File: src/rtl/debug_pkg.sv
// Shared types and constants for the debug run-control block and its dump serializer.
package debug_pkg;

   typedef enum logic [2:0] {
      IDLE,
      CONT,
      STEP,
      STEP_PULSE,
      DUMP
   } state_t;

   typedef enum logic [2:0] {
      SER_IDLE,
      LOAD,
      CAPTURE,
      SEND_BYTE,
      WAIT_TX,
      WAIT_RDY
   } ser_phase_t;

   typedef enum logic {
      RET_IDLE,
      RET_STEP
   } ret_t;

   localparam logic [7:0] CMD_RUN  = 8'h63;
   localparam logic [7:0] CMD_STEP = 8'h73;
   localparam logic [7:0] CMD_NEXT = 8'h6E;
   localparam logic [7:0] CMD_EXIT = 8'h65;

   function automatic int selWidth(input int n);
      return (n > 1) ? $clog2(n) : 1;
   endfunction

endpackage

File: src/rtl/dump_serializer.sv
// Walks NUM_WORDS datapath words and pushes each one MSB byte first through the
// UART TX handshake. A start pulse begins a dump, a done pulse ends it.
//
// phase     | meaning
// SER_IDLE  | waiting for start
// LOAD      | dump_sel presented, waitingForReg high
// CAPTURE   | latch dump_data; send its MSB byte at once if TX is ready
// SEND_BYTE | send current MSB byte once tx_ready
// WAIT_TX   | one cycle after tx_start so TX can drop tx_ready
// WAIT_RDY  | last byte of word handed off; wait for TX before next word / done
module dump_serializer import debug_pkg::*; #(
   parameter int WORD_W    = 32,
   parameter int NUM_WORDS = 16,
   parameter int CNT_W     = 8,
   localparam int SEL_W    = selWidth(NUM_WORDS)
) (
   input  logic              clock,
   input  logic              resetGral,
   input  logic              start,
   input  logic              tx_ready,
   input  logic [WORD_W-1:0] dump_data,
   output logic              tx_start,
   output logic [7:0]        tx_data,
   output logic [SEL_W-1:0]  dump_sel,
   output logic [CNT_W-1:0]  sendCounter,
   output logic              waitingForReg,
   output logic              done
);

   localparam int BYTES = WORD_W / 8;
   localparam int BW    = $clog2(BYTES + 1);
   localparam logic [BW-1:0]    BYTES_PER_WORD = BW'(BYTES);
   localparam logic [SEL_W-1:0] WORD_LAST      = SEL_W'(NUM_WORDS - 1);

   ser_phase_t        phase;
   logic [WORD_W-1:0] shiftReg;
   logic [BW-1:0]     byteIdx;

   always_ff @(posedge clock) begin
      if (resetGral) begin
         phase         <= SER_IDLE;
         shiftReg      <= '0;
         byteIdx       <= '0;
         dump_sel      <= '0;
         sendCounter   <= '0;
         tx_start      <= 1'b0;
         tx_data       <= '0;
         waitingForReg <= 1'b0;
         done          <= 1'b0;
      end else begin
         tx_start <= 1'b0;
         done     <= 1'b0;
         case (phase)
            SER_IDLE: if (start) begin
               dump_sel      <= '0;
               sendCounter   <= '0;
               waitingForReg <= 1'b1;
               phase         <= LOAD;
            end
            LOAD: begin
               waitingForReg <= 1'b0;
               byteIdx       <= '0;
               phase         <= CAPTURE;
            end
            CAPTURE: if (tx_ready) begin
               tx_start    <= 1'b1;
               tx_data     <= dump_data[WORD_W-1 -: 8];
               shiftReg    <= dump_data << 8;
               byteIdx     <= BW'(1);
               sendCounter <= sendCounter + 1'b1;
               phase       <= WAIT_TX;
            end else begin
               shiftReg <= dump_data;
               phase    <= SEND_BYTE;
            end
            SEND_BYTE: if (tx_ready) begin
               tx_start    <= 1'b1;
               tx_data     <= shiftReg[WORD_W-1 -: 8];
               shiftReg    <= shiftReg << 8;
               byteIdx     <= byteIdx + 1'b1;
               sendCounter <= sendCounter + 1'b1;
               phase       <= WAIT_TX;
            end
            WAIT_TX: phase <= (byteIdx == BYTES_PER_WORD) ? WAIT_RDY : SEND_BYTE;
            default: if (tx_ready) begin
               if (dump_sel == WORD_LAST) begin
                  done     <= 1'b1;
                  dump_sel <= '0;
                  phase    <= SER_IDLE;
               end else begin
                  dump_sel      <= dump_sel + 1'b1;
                  waitingForReg <= 1'b1;
                  phase         <= LOAD;
               end
            end
         endcase
      end
   end

endmodule

File: src/rtl/debug_unit_ctrl.sv
// Run-control for the debug top level: decodes UART commands into idle / run / step
// modes, gates the pipeline, and triggers a register dump after each step and at halt.
//
// state      | meaning
// IDLE       | pipeline stopped, waiting for 'c' or 's'
// CONT       | free running until halt_in
// STEP       | step mode, waiting for 'n' or 'e'
// STEP_PULSE | single pipe_enable cycle (suppressed if already halted)
// DUMP       | dump_serializer busy (its LOAD/SEND_BYTE/WAIT_TX), then return target
module debug_unit_ctrl import debug_pkg::*; #(
   parameter int WORD_W    = 32,
   parameter int NUM_WORDS = 16,
   parameter int CNT_W     = 8,
   localparam int SEL_W    = selWidth(NUM_WORDS)
) (
   input  logic              clock,
   input  logic              resetGral,
   input  logic              rx_valid,
   input  logic [7:0]        rx_data,
   input  logic              tx_ready,
   output logic              tx_start,
   output logic [7:0]        tx_data,
   input  logic              halt_in,
   output logic [SEL_W-1:0]  dump_sel,
   input  logic [WORD_W-1:0] dump_data,
   output logic              pipe_enable,
   output logic              ledIdle,
   output logic              ledStep,
   output logic              ledSend,
   output logic              ledCont,
   output logic [CNT_W-1:0]  sendCounter,
   output logic              sentFlag,
   output logic              waitingForReg
);

   localparam logic [3:0] LED_IDLE = 4'b1000;
   localparam logic [3:0] LED_STEP = 4'b0100;
   localparam logic [3:0] LED_SEND = 4'b0010;
   localparam logic [3:0] LED_CONT = 4'b0001;

   state_t     state;
   ret_t       retTarget;
   logic       serStart;
   logic       serDone;
   logic [3:0] ledVec;

   assign {ledIdle, ledStep, ledSend, ledCont} = ledVec;

   always_ff @(posedge clock) begin
      if (resetGral) begin
         state       <= IDLE;
         retTarget   <= RET_IDLE;
         pipe_enable <= 1'b0;
         serStart    <= 1'b0;
         sentFlag    <= 1'b0;
         ledVec      <= LED_IDLE;
      end else begin
         serStart <= 1'b0;
         case (state)
            IDLE: begin
               if (rx_valid && (rx_data == CMD_RUN)) begin
                  state       <= CONT;
                  pipe_enable <= 1'b1;
                  sentFlag    <= 1'b0;
                  ledVec      <= LED_CONT;
               end else if (rx_valid && (rx_data == CMD_STEP)) begin
                  state    <= STEP;
                  sentFlag <= 1'b0;
                  ledVec   <= LED_STEP;
               end
            end
            // halt has priority; any byte arriving here is simply not looked at
            CONT: if (halt_in) begin
               state       <= DUMP;
               retTarget   <= RET_IDLE;
               pipe_enable <= 1'b0;
               serStart    <= 1'b1;
               ledVec      <= LED_SEND;
            end
            STEP: begin
               if (rx_valid && (rx_data == CMD_NEXT)) begin
                  state       <= STEP_PULSE;
                  retTarget   <= RET_STEP;
                  pipe_enable <= ~halt_in;
                  serStart    <= 1'b1;
               end else if (rx_valid && (rx_data == CMD_EXIT)) begin
                  state  <= IDLE;
                  ledVec <= LED_IDLE;
               end
            end
            STEP_PULSE: begin
               state       <= DUMP;
               pipe_enable <= 1'b0;
               ledVec      <= LED_SEND;
            end
            default: if (serDone) begin
               sentFlag <= 1'b1;
               if (retTarget == RET_STEP) begin
                  state  <= STEP;
                  ledVec <= LED_STEP;
               end else begin
                  state  <= IDLE;
                  ledVec <= LED_IDLE;
               end
            end
         endcase
      end
   end

   dump_serializer #(
      .WORD_W    (WORD_W),
      .NUM_WORDS (NUM_WORDS),
      .CNT_W     (CNT_W)
   ) u_ser (
      .clock         (clock),
      .resetGral     (resetGral),
      .start         (serStart),
      .tx_ready      (tx_ready),
      .dump_data     (dump_data),
      .tx_start      (tx_start),
      .tx_data       (tx_data),
      .dump_sel      (dump_sel),
      .sendCounter   (sendCounter),
      .waitingForReg (waitingForReg),
      .done          (serDone)
   );

endmodule

File: config.mk
export PLATFORM = sky130hd
export DESIGN_NAME = debug_unit_ctrl
export DESIGN_NICKNAME = d
export VERILOG_FILES = /design/src/rtl/debug_pkg.sv /design/src/rtl/dump_serializer.sv /design/src/rtl/debug_unit_ctrl.sv
export SDC_FILE = /design/constraint.sdc
export NUM_CORES = 1
export LEC_CHECK = 0
export ABC_AREA = 0
export CAP_MARGIN = 20
export CORE_ASPECT_RATIO = 1.2
export CORE_UTILIZATION = 55
export DETAILED_ROUTE_END_ITERATION = 12
export GPL_TIMING_DRIVEN = 0
export PLACE_DENSITY = 0.84
export SYNTH_ARGS = -nofsm -noshare
export SYNTH_HDL_FRONTEND = slang
export SYNTH_SLANG_ARGS = --single-unit
export TNS_END_PERCENT = 1
File: constraint.sdc
create_clock -name clock -period 2.71 [get_ports clock]
set_input_delay 0.542 -clock clock [delete_from_list [all_inputs] [get_ports clock]]
set_output_delay 0.542 -clock clock [all_outputs]
set_load 0.01 [all_outputs]
### Word level (Yosys, flattened, before mapping)

Cells that the tools add are included.

| word-level totals | value |
|---|---|
| register bits | 72 |
| input bits | 45 |
| logic and storage cells | 141 |

| operators by class | value |
|---|---|
| add/subtract/negate cells | 3 |
| eq/ne operators | 25 |
| mux-type cells | 58 |
| bitwise logic cells | 6 |
| reduce and logical (&&, ||, !) cells | 34 |

Operator list:

| operator | number |
|---|---|
| two-way mux 32 bit | 2 |
| case mux 32 bit (2 select lines) | 1 |
| two-way mux 4 bit | 10 |
| two-way mux 3 bit | 13 |
| == test 8 x 7 -> 1 bit (second input constant) | 4 |
| two-way mux 8 bit | 4 |
| case mux 8 bit (2 select lines) | 2 |
| AND reduction 3 bit | 7 |
| inequality test 2 bit (second input constant) | 8 |
| case mux 4 bit (4 select lines) | 1 |
| two-way mux 1 bit | 15 |
| case mux 3 bit (5 select lines) | 1 |
| == test 3 x 2 -> 1 bit (second input constant) | 4 |
| case mux 3 bit (4 select lines) | 1 |
| AND reduction 4 bit | 3 |
| nonzero test 2 bit | 5 |
| nonzero test 5 bit | 2 |
| inequality test 3 bit (second input constant) | 3 |
| case mux 3 bit (3 select lines) | 1 |
| adder 8 x 1 -> 8 bit (second input constant) | 1 |
| case mux 4 bit (2 select lines) | 1 |
| OR reduction 7 bit | 1 |
| == test 3 x 1 -> 1 bit (second input constant) | 2 |
| == test 3 bit (second input constant) | 2 |
| other kinds (18) | 32 |

### Depth between registers and ports, before layout

Gate-level depths: netlist of the first run.

| depth | value |
|---|---|
| word-level depth | 5 |
| mapped depth | 6 |
| mapped depth without buffers | 6 |

### Cells and area by module

Synthesis of the first run repeated with hierarchy kept, for this count alone.

| second synthesis, totals | value |
|---|---|
| cells, all modules | 422 |
| area, all modules | 3649.8 um2 |

Modules (own cells, without submodules):

| module | instances | cells each | area each (um2) | sequential area each (um2) |
|---|---|---|---|---|
| dump_serializer | 1 | 349 | 2957.8 | 1221.2 |
| debug_unit_ctrl | 1 | 73 | 691.9 | 220.2 |

### Worst setup path after synthesis of the first run

OpenSTA, ideal clock, no wires.

| timing | value |
|---|---|
| path kind | input -> register |
| from | input port rx_data[1] |
| to | register state[0] |
| setup time | 0.119 ns |
| data arrival time | 1.698 ns |
| data required time | 2.591 ns |
| setup slack | 0.893 ns |
| stages | 4 |
| path through | or3b_1 o31ai_1 nand3_1 o221a_2 |

| between the ends | value |
|---|---|
| word-level cells in the longest chain between the ends | 4 |
| elaborated cells between the ends (all ways) | 14 |
| those cells by class | eq/ne: 6; mux: 3; reduce/logical: 5 |

RTL lines:

| element | RTL line | source |
|---|---|---|
| start, declared | debug_unit_ctrl.sv:19 | `input logic [7:0] rx_data,` |
| == test 8 x 7 -> 1 bit, on equally long branches | - |  |
| logical AND 1 bit, on equally long branches | - |  |
| inequality test 3 bit (no line) (tied with other cells) | - |  |
| AND reduction 4 bit (no line) or case mux 3 bit (4 select lines) (tied branches) | - |  |
| end signal, assigned | debug_unit_ctrl.sv:82 | `state <= STEP_PULSE;` |
| end signal, assigned | debug_unit_ctrl.sv:87 | `state <= IDLE;` |
| end signal, assigned | debug_unit_ctrl.sv:92 | `state <= DUMP;` |
| end, declared | debug_unit_ctrl.sv:41 | `state_t state;` |

Parallel ways exist; a longest one is shown, timed or not.
A chain may end at the register's enable or synchronous reset.

### Worst setup path in the final report of the first run

| timing | value |
|---|---|
| from | input port rx_data[0] |
| to | register state[0] |

The elaborated chain is that of the path after synthesis.

==> impl_results.md, run 1 <==
- Synth Flop Type: dfxtp_1
- DRT antenna net count: 0
- WP data arrival: between 2 and 2.5 ns
- Fin crit share: 79.97%
- Via count: roughly 3500
- CTS tree: yes
- Register area share after synthesis: between 30 and 40%
- Max Cap Viol: 0
- Register bit total from synthesis: 72
- Post-route insts no fill: 599
- Slew @ Worst Pin: about 0.59 ns
- Post-Syn Instances: 427
- Worst-Skew Late Latency: approximately 0.36 ns
- Grt total ovfl: 0
- Setup Buffers After CTS: 0
- Initial antenna violation count: 0
- I/O pin cnt: between 70 and 80
- Fin. Hold Viols: 0
- Total GRT Usage: 28.17%
- WHS Endpoint: u_ser.tx_data[4]
- Vias per std cell: around 6
- P_leak: between 1.5 and 2 nW
- P&R area growth vs syn: 27.59%
- Area leader, netlist: dfxtp_1
- Unrepaired setup endpoints after global routing: no
- Global-route wire length before repair: about 16 mm
- IO Port Bufs: just over 70
- Fin Setup TNS: 0 ns
- Synth Net Count: between 400 and 500
- Die height: between 90 and 100 um
- Sink Count: 72
- PD cells: ~780 nW/um2
- Sequential Area: 1441 um2
- Tmin final: between 2 and 2.5 ns
- Setup CP Type: in2reg
- CTS Root Cell: clkbuf_8
- Warnings, synthesis: 0
- Hold Buf Count CTS: 0
- Die area: approximately 7000 um2
- Final HPWL DP: a little under 7 mm
- Hold Crit Class: reg2reg
- Clock tree buffer depth: 2
- Largest cells by area after synthesis: dfxtp_1 (39%), mux2i_1 (6.8%), a21oi_1 (6.5%)
- WL per Instance: ~16 um
- Status: finished, final reports clean
- Area of the multi-input gates: around 2100 um2
- Final Slew Violations: 0
- DRC viols: 0
- Clock transition at path regs: approximately 0.080 ns
- Crit path max fanout: 4
- Largest net degree at the start of global routing: 13
- Die width: ~77 um
- Dpl cells: a little under 600
- Setup WS pre-CTS: 0.2530 ns
- Post-layout worst setup margin: around 0.54 ns
- Rows: 32
- Number of global-route vias before repair: approximately 3400
- Filler cell count: just over 500
- Final-stage net count: 558
- Fmax: between 0.4 and 0.5 GHz
- Crit path launch type: input pin
- Hold Path Stages: 2
- GP Congestion: between 0.8 and 0.9
- Number of gates resized after cts: 0
- Worst path required time: 2.95 ns
- H-tree depth: 3
- DRT iter0 DRCs: around 190
- N_diodes: 0
- Total CTS buffers: 9
- Final setup vio count: 0
- Worst Reg-to-Reg Cells: 5
- Post-synthesis area per instance: 8.615 um2
- Design Power: roughly 3.6 mW
- Core footprint: roughly 6400 um2
- Layout cells sized above 1: roughly a tenth
- Worst rel slew slack: between 60 and 70%
- Max VDD drop: ~420 uV
- FFs w/ async S/R, synth: 0%
- Number of enable flip-flop cells after synthesis: 0
- Reg2reg start: state[0]
- Initial Util: 57.07%
- Mapped Area: between 3000 and 4000 um2
- DRT Pass-1 Iters: 5
- Critical path capture point type: flop
- Post-synth cell types: 61
- Hold_sp: u_ser.tx_data[4]
- Final wirelength: roughly 9.4 mm
- R2R setup slack: 0.87 ns
- Synth top area share: 39.18%
- RR Endpoint: state[0]
- Clock skew: between 0.01 and 0.015 ns
cell type report:
cell class	instances	area share [%]
tap	85	2.266
inverter	9	0.7198
clock inverter	5	1.200
multi-input combinational	313	43.70
buffer	33	3.252
sequential	72	30.71
timing repair buffer	71	15.14
clock buffer	11	3.013
logic make-up after synthesis:
family	count (synthesis)	share of synthesized area, %
AOI/OAI and AO/OA	139	27.18
xor gates and xnor gates	9	2.143
adders and majority gates	4	1.361
buffers and inverters	42	5.068
DFF	72	39.18
muxes	25	6.803
and+or+nand+nor	136	18.27
flip-flops by register name, summed over array words and instances (netlist names):
signal,cells
u_ser.phase,3
u_ser.shiftReg,32
ledVec,4
u_ser.waitingForReg,1
u_ser.tx_data,8
u_ser.dump_sel,4
u_ser.sendCounter,8
u_ser.byteIdx,3
retTarget,1
sentFlag,1
u_ser.done,1
u_ser.tx_start,1
state,3
pipe_enable,1
serStart,1
metrics by stage:
step / area, um2 / hold slack (ns) / util (%)
floorplan: 3679 / 0.4364 / -
global placement: 4496 / 0.4418 / 69.74
finish: 4693 / 0.4559 / 72.81
detailed placement: 4496 / 0.4463 / 69.74
CTS: 4693 / 0.4577 / 72.81
global route: 4693 / 0.4742 / 72.81
cells in the mapped netlist (5+ instances only):
cell	count
nand3_1	5
o211ai_1	26
nor3_1	5
clkbuf_1	16
dfxtp_1	72
nor2b_1	5
inv_1	8
o21ai_0	10
a22oi_1	8
mux2i_1	25
buf_2	14
nand2_1	63
o221ai_1	8
a21oi_1	48
nor2_1	27
o31ai_1	5
xnor2_1	8
power breakdown:
| group | switching, mW | internal, mW | leakage, nW |
|---|---|---|---|
| sequential | 0.109 | 1.24 | 0.584 |
| clock | 0.416 | 0.449 | 0.0993 |
| combinational | 0.833 | 0.601 | 1.01 |
| total | 1.36 | 2.29 | 1.69 |
per-layer routing:
layer / up-vias / wire length, um / global-route usage, %
met1: 1674 / 3952 / 31.79
met3: 13 / 413 / 6.834
met4: 0 / 126 / 12.34
li1: 1736 / - / -
met5: - / 0 / 0
met2: 106 / 4863 / 49.92
worst max-delay path, stage by stage:
cell             delay [ns]
clkdlybuf4s50_1        0.49
or3b_1                 0.38
o31ai_1                0.38
nand3_1                0.27
o221a_2                0.36
worst max-delay path by stage:
| stage | start | to |
|---|---|---|
| 2_1_floorplan | rx_data[1] | state[0] |
| 3_3_place_gp | rx_data[3] | state[0] |
| 3_5_place_dp | rx_data[0] | state[0] |
| 4_1_cts | rx_data[0] | state[0] |
| 5_1_grt | rx_data[0] | state[0] |
| 6_report | rx_data[0] | state[0] |
cells in the final DEF (no fill, tap or decap), drive strengths merged, types with 8 or more instances in the layout:
master,count
a21oi,48
inv,8
clkbuf,27
clkdlybuf4s50,71
a22oi,8
o211ai,26
nor2,28
xnor2,8
dfxtp,72
buf,17
mux2i,25
o21ai,11
o221ai,8
nand2,64
(Power assumes the default switching activity.)
==> run 2: changes to the inputs <==
--- a/config.mk
+++ b/config.mk
@@ -8,10 +8,10 @@
 export ABC_AREA = 0
 export CAP_MARGIN = 20
 export CORE_ASPECT_RATIO = 1.2
-export CORE_UTILIZATION = 55
+export CORE_UTILIZATION = 52
 export DETAILED_ROUTE_END_ITERATION = 12
 export GPL_TIMING_DRIVEN = 0
-export PLACE_DENSITY = 0.84
+export PLACE_DENSITY = 0.8
 export SYNTH_ARGS = -nofsm -noshare
 export SYNTH_HDL_FRONTEND = slang
 export SYNTH_SLANG_ARGS = --single-unit
==> constraint.sdc (replaced) <==
create_clock -name clock -period 2 [get_ports clock]
set_input_delay 0.4 -clock clock [delete_from_list [all_inputs] [get_ports clock]]
set_output_delay 0.4 -clock clock [all_outputs]
set_load 0.01 [all_outputs]
==> run 2 against run 1 <==
Die area is 5.6% higher. Final cell count up 0.33%. Sequential share of layout area down 0.13 points. Via count is 0.34% higher. Cell area up 0.43%. Clock skew shrank 0.0034 ns. Worst setup slack worse by 0.45 ns. Count of clock-buffer cells in the layout down 1. Sequential power increased by 35%. Hold slack gained 0.0011 ns. Clock power rose by 38%. Non-clock buffer count unchanged. Largest power group unchanged. Highest routed layer unchanged.
==> impl_results.md, run 2 (synthesized netlist as in run 1, its figures left out) <==
- Fin Setup TNS: 0 ns (unchanged)
- Total GRT Usage: 26.77% (was 28.17%)
- Tmin final: about 1.9 ns
- DRT Pass-1 Iters: 5 (unchanged)
- Crit-path slowest cell: clkdlybuf4s50_1 (unchanged)
- Global-route wire length before repair: 15.57 mm (was 15.58 mm)
- Most flops, register: u_ser.shiftReg (unchanged)
- Layout cells sized above 1: 10.12% (was 9.533%)
- CP Cell Sequence: clkdlybuf4s50_1 > or3b_1 > o31ai_2 > nand3_1 > o221a_2 (was clkdlybuf4s50_1 > or3b_1 > o31ai_1 > nand3_1 > o221a_2)
- Worst path bufs/invs: 1 (unchanged)
- WHS: 0.4571 ns (was 0.4559 ns)
- Largest register FFs: 32 (unchanged)
- Worst-Skew Late Latency: 0.35 ns (was 0.36 ns)
- Initial antenna violation count: 0 (unchanged)
- Most frequent cells in the layout: dfxtp_1 (72), clkdlybuf4s50_1 (71), nand2_1 (63) (unchanged)
- Total CTS buffers: 9 (unchanged)
- I/O pin cnt: 73 (unchanged)
- Core footprint: 6854 um2 (was 6446 um2)
- Sequential Area: 1441 um2 (unchanged)
- Post-route insts no fill: 601 (was 599)
- Unrepaired setup endpoints after global routing: no (unchanged)
- Filler cell count: 609 (was 504)
- Sink Count: 72 (unchanged)
- Commonest non-fill, non-tap cell in the layout: dfxtp_1 (unchanged)
- Via count: 3541 (was 3529)
- N_diodes: 0 (unchanged)
- Fin crit share: between 90% and 100%
- Post-layout worst setup margin: 0.09568 ns (was 0.5428 ns)
- CP delay by family, top: simple AND/OR/NAND/NOR gates (was compound AO/OA/AOI/OAI gates)
- Crit path launch type: input pin (unchanged)
- Dpl cells: 585 (was 583)
- Hold Crit Class: reg2reg (unchanged)
- Crit path max fanout: 4 (unchanged)
- Die area: 7416 um2 (was 7020 um2)
- IO Port Bufs: 71 (unchanged)
- Post-place instance area: 4498 um2 (was 4496 um2)
- Status: finished, final reports clean (unchanged)
- Slew @ Worst Pin: 0.6175 ns (was 0.5944 ns)
- Final Slew Violations: 0 (unchanged)
- Vias per std cell: 5.892 (was 5.891)
- WL per Instance: 15.66 um (was 15.62 um)
- Finished Cell Area: 4713 um2 (was 4693 um2)
- Grt total ovfl: 0 (unchanged)
- Core Util, Final: 68.77% (was 72.81%)
- Number of global-route vias before repair: 3443 (was 3430)
- Clock transition at path regs: 0.08 ns (about the same)
- Rows: 33 (was 32)
- Area of the multi-input gates: 2061 um2 (was 2051 um2)
- Largest net degree at the start of global routing: 14 (was 13)
- CTS tree: yes (unchanged)
- Final setup vio count: 0 (unchanged)
- Design Power: 4.960 mW (was 3.645 mW)
- PD cells: 1052 nW/um2 (was 776.6 nW/um2)
- Critical path capture point type: flop (unchanged)
- Final-stage net count: 558 (unchanged)
- Final HPWL DP: 7.028 mm (was 6.924 mm)
- Final wirelength: 9.413 mm (was 9.356 mm)
- Setup WS pre-CTS: -0.3249 ns (was 0.2530 ns)
- Worst path required time: 2.25 ns (was 2.95 ns)
- Setup CP Type: in2reg (unchanged)
- H-tree depth: 3 (unchanged)
- Initial Util: 53.67% (was 57.07%)
- GP Congestion: 0.8963 (was 0.8678)
- Clock skew: 0.007772 ns (was 0.01121 ns)
- Die height: 94.14 um (was 91.59 um)
- Largest regs: u_ser.shiftReg x32, u_ser.sendCounter x8, u_ser.tx_data x8 (unchanged)
- Max VDD drop: 600.4 uV (was 421.2 uV)
- P&R area growth vs syn: 28.13% (was 27.59%)
- CTS Root Cell: clkbuf_8 (unchanged)
- Max Cap Viol: 0 (unchanged)
- DRC viols: 0 (unchanged)
- Critical Path Max Stage Delay: 0.49 ns (about the same)
- Worst rel slew slack: 58.56% (was 60.07%)
- WP data arrival: 2.15 ns (was 2.41 ns)
- Clock tree buffer depth: 2 (unchanged)
- Die width: 78.78 um (was 76.66 um)
- Fmax: between 0.5 and 0.6 GHz
- Hold Buf Count CTS: 0 (unchanged)
- DRT iter0 DRCs: 197 (was 187)
- P_leak: 1.694 nW (about the same)
- DRT antenna net count: 0 (unchanged)
- Fin. Hold Viols: 0 (unchanged)
[run 2: routing by layer]
layer	GRT usage (%)	share of wire (%)
met1	31.13	41
met2	47.90	50
met3	5.049	6.9
met4	10.49	1.8
met5	0	0
[run 2: tightest hold or removal path: cells and delay by family (launching register included)]
family          cells  cell delay [ns]
simple gates        1             0.05
compound gates      1             0.05
flops               1             0.32
[run 2: final cells by class]
cell class,instances,share of cell area [%]
plain buffers,33,3.239
clock buffers,10,2.920
clock inverters,6,1.434
inverters,9,0.7168
multi-input cells,313,43.72
flip-flops and latches,72,30.58
well taps,87,2.310
repair buffers,71,15.08
[run 2: path summary, 6_finish.rpt]
| path | from | slack [ns] | depth (start not counted) | endpoint |
|---|---|---|---|---|
| worst max register to register | state[0] | 0.19 | 5 | state[0] |
| worst min-delay path | u_ser.tx_data[6] | 0.46 | 2 | u_ser.tx_data[6] |
| worst max-delay path | rx_data[0] | 0.1 | 5 | state[0] |
| worst min register to register | u_ser.tx_data[6] | 0.46 | 2 | u_ser.tx_data[6] |
[run 2: timing repair]
action / in CTS / in global routing
gates resized for setup: 0 / 3
setup endpoints to repair: 0 / 5
buffers inserted: 0 / 0
[run 2: where the power goes]
part / total (mW) / switching, mW / internal [mW]
clock network: 1.19 / 0.576 / 0.614
registers: 1.82 / 0.149 / 1.68
logic: 1.94 / 1.13 / 0.817
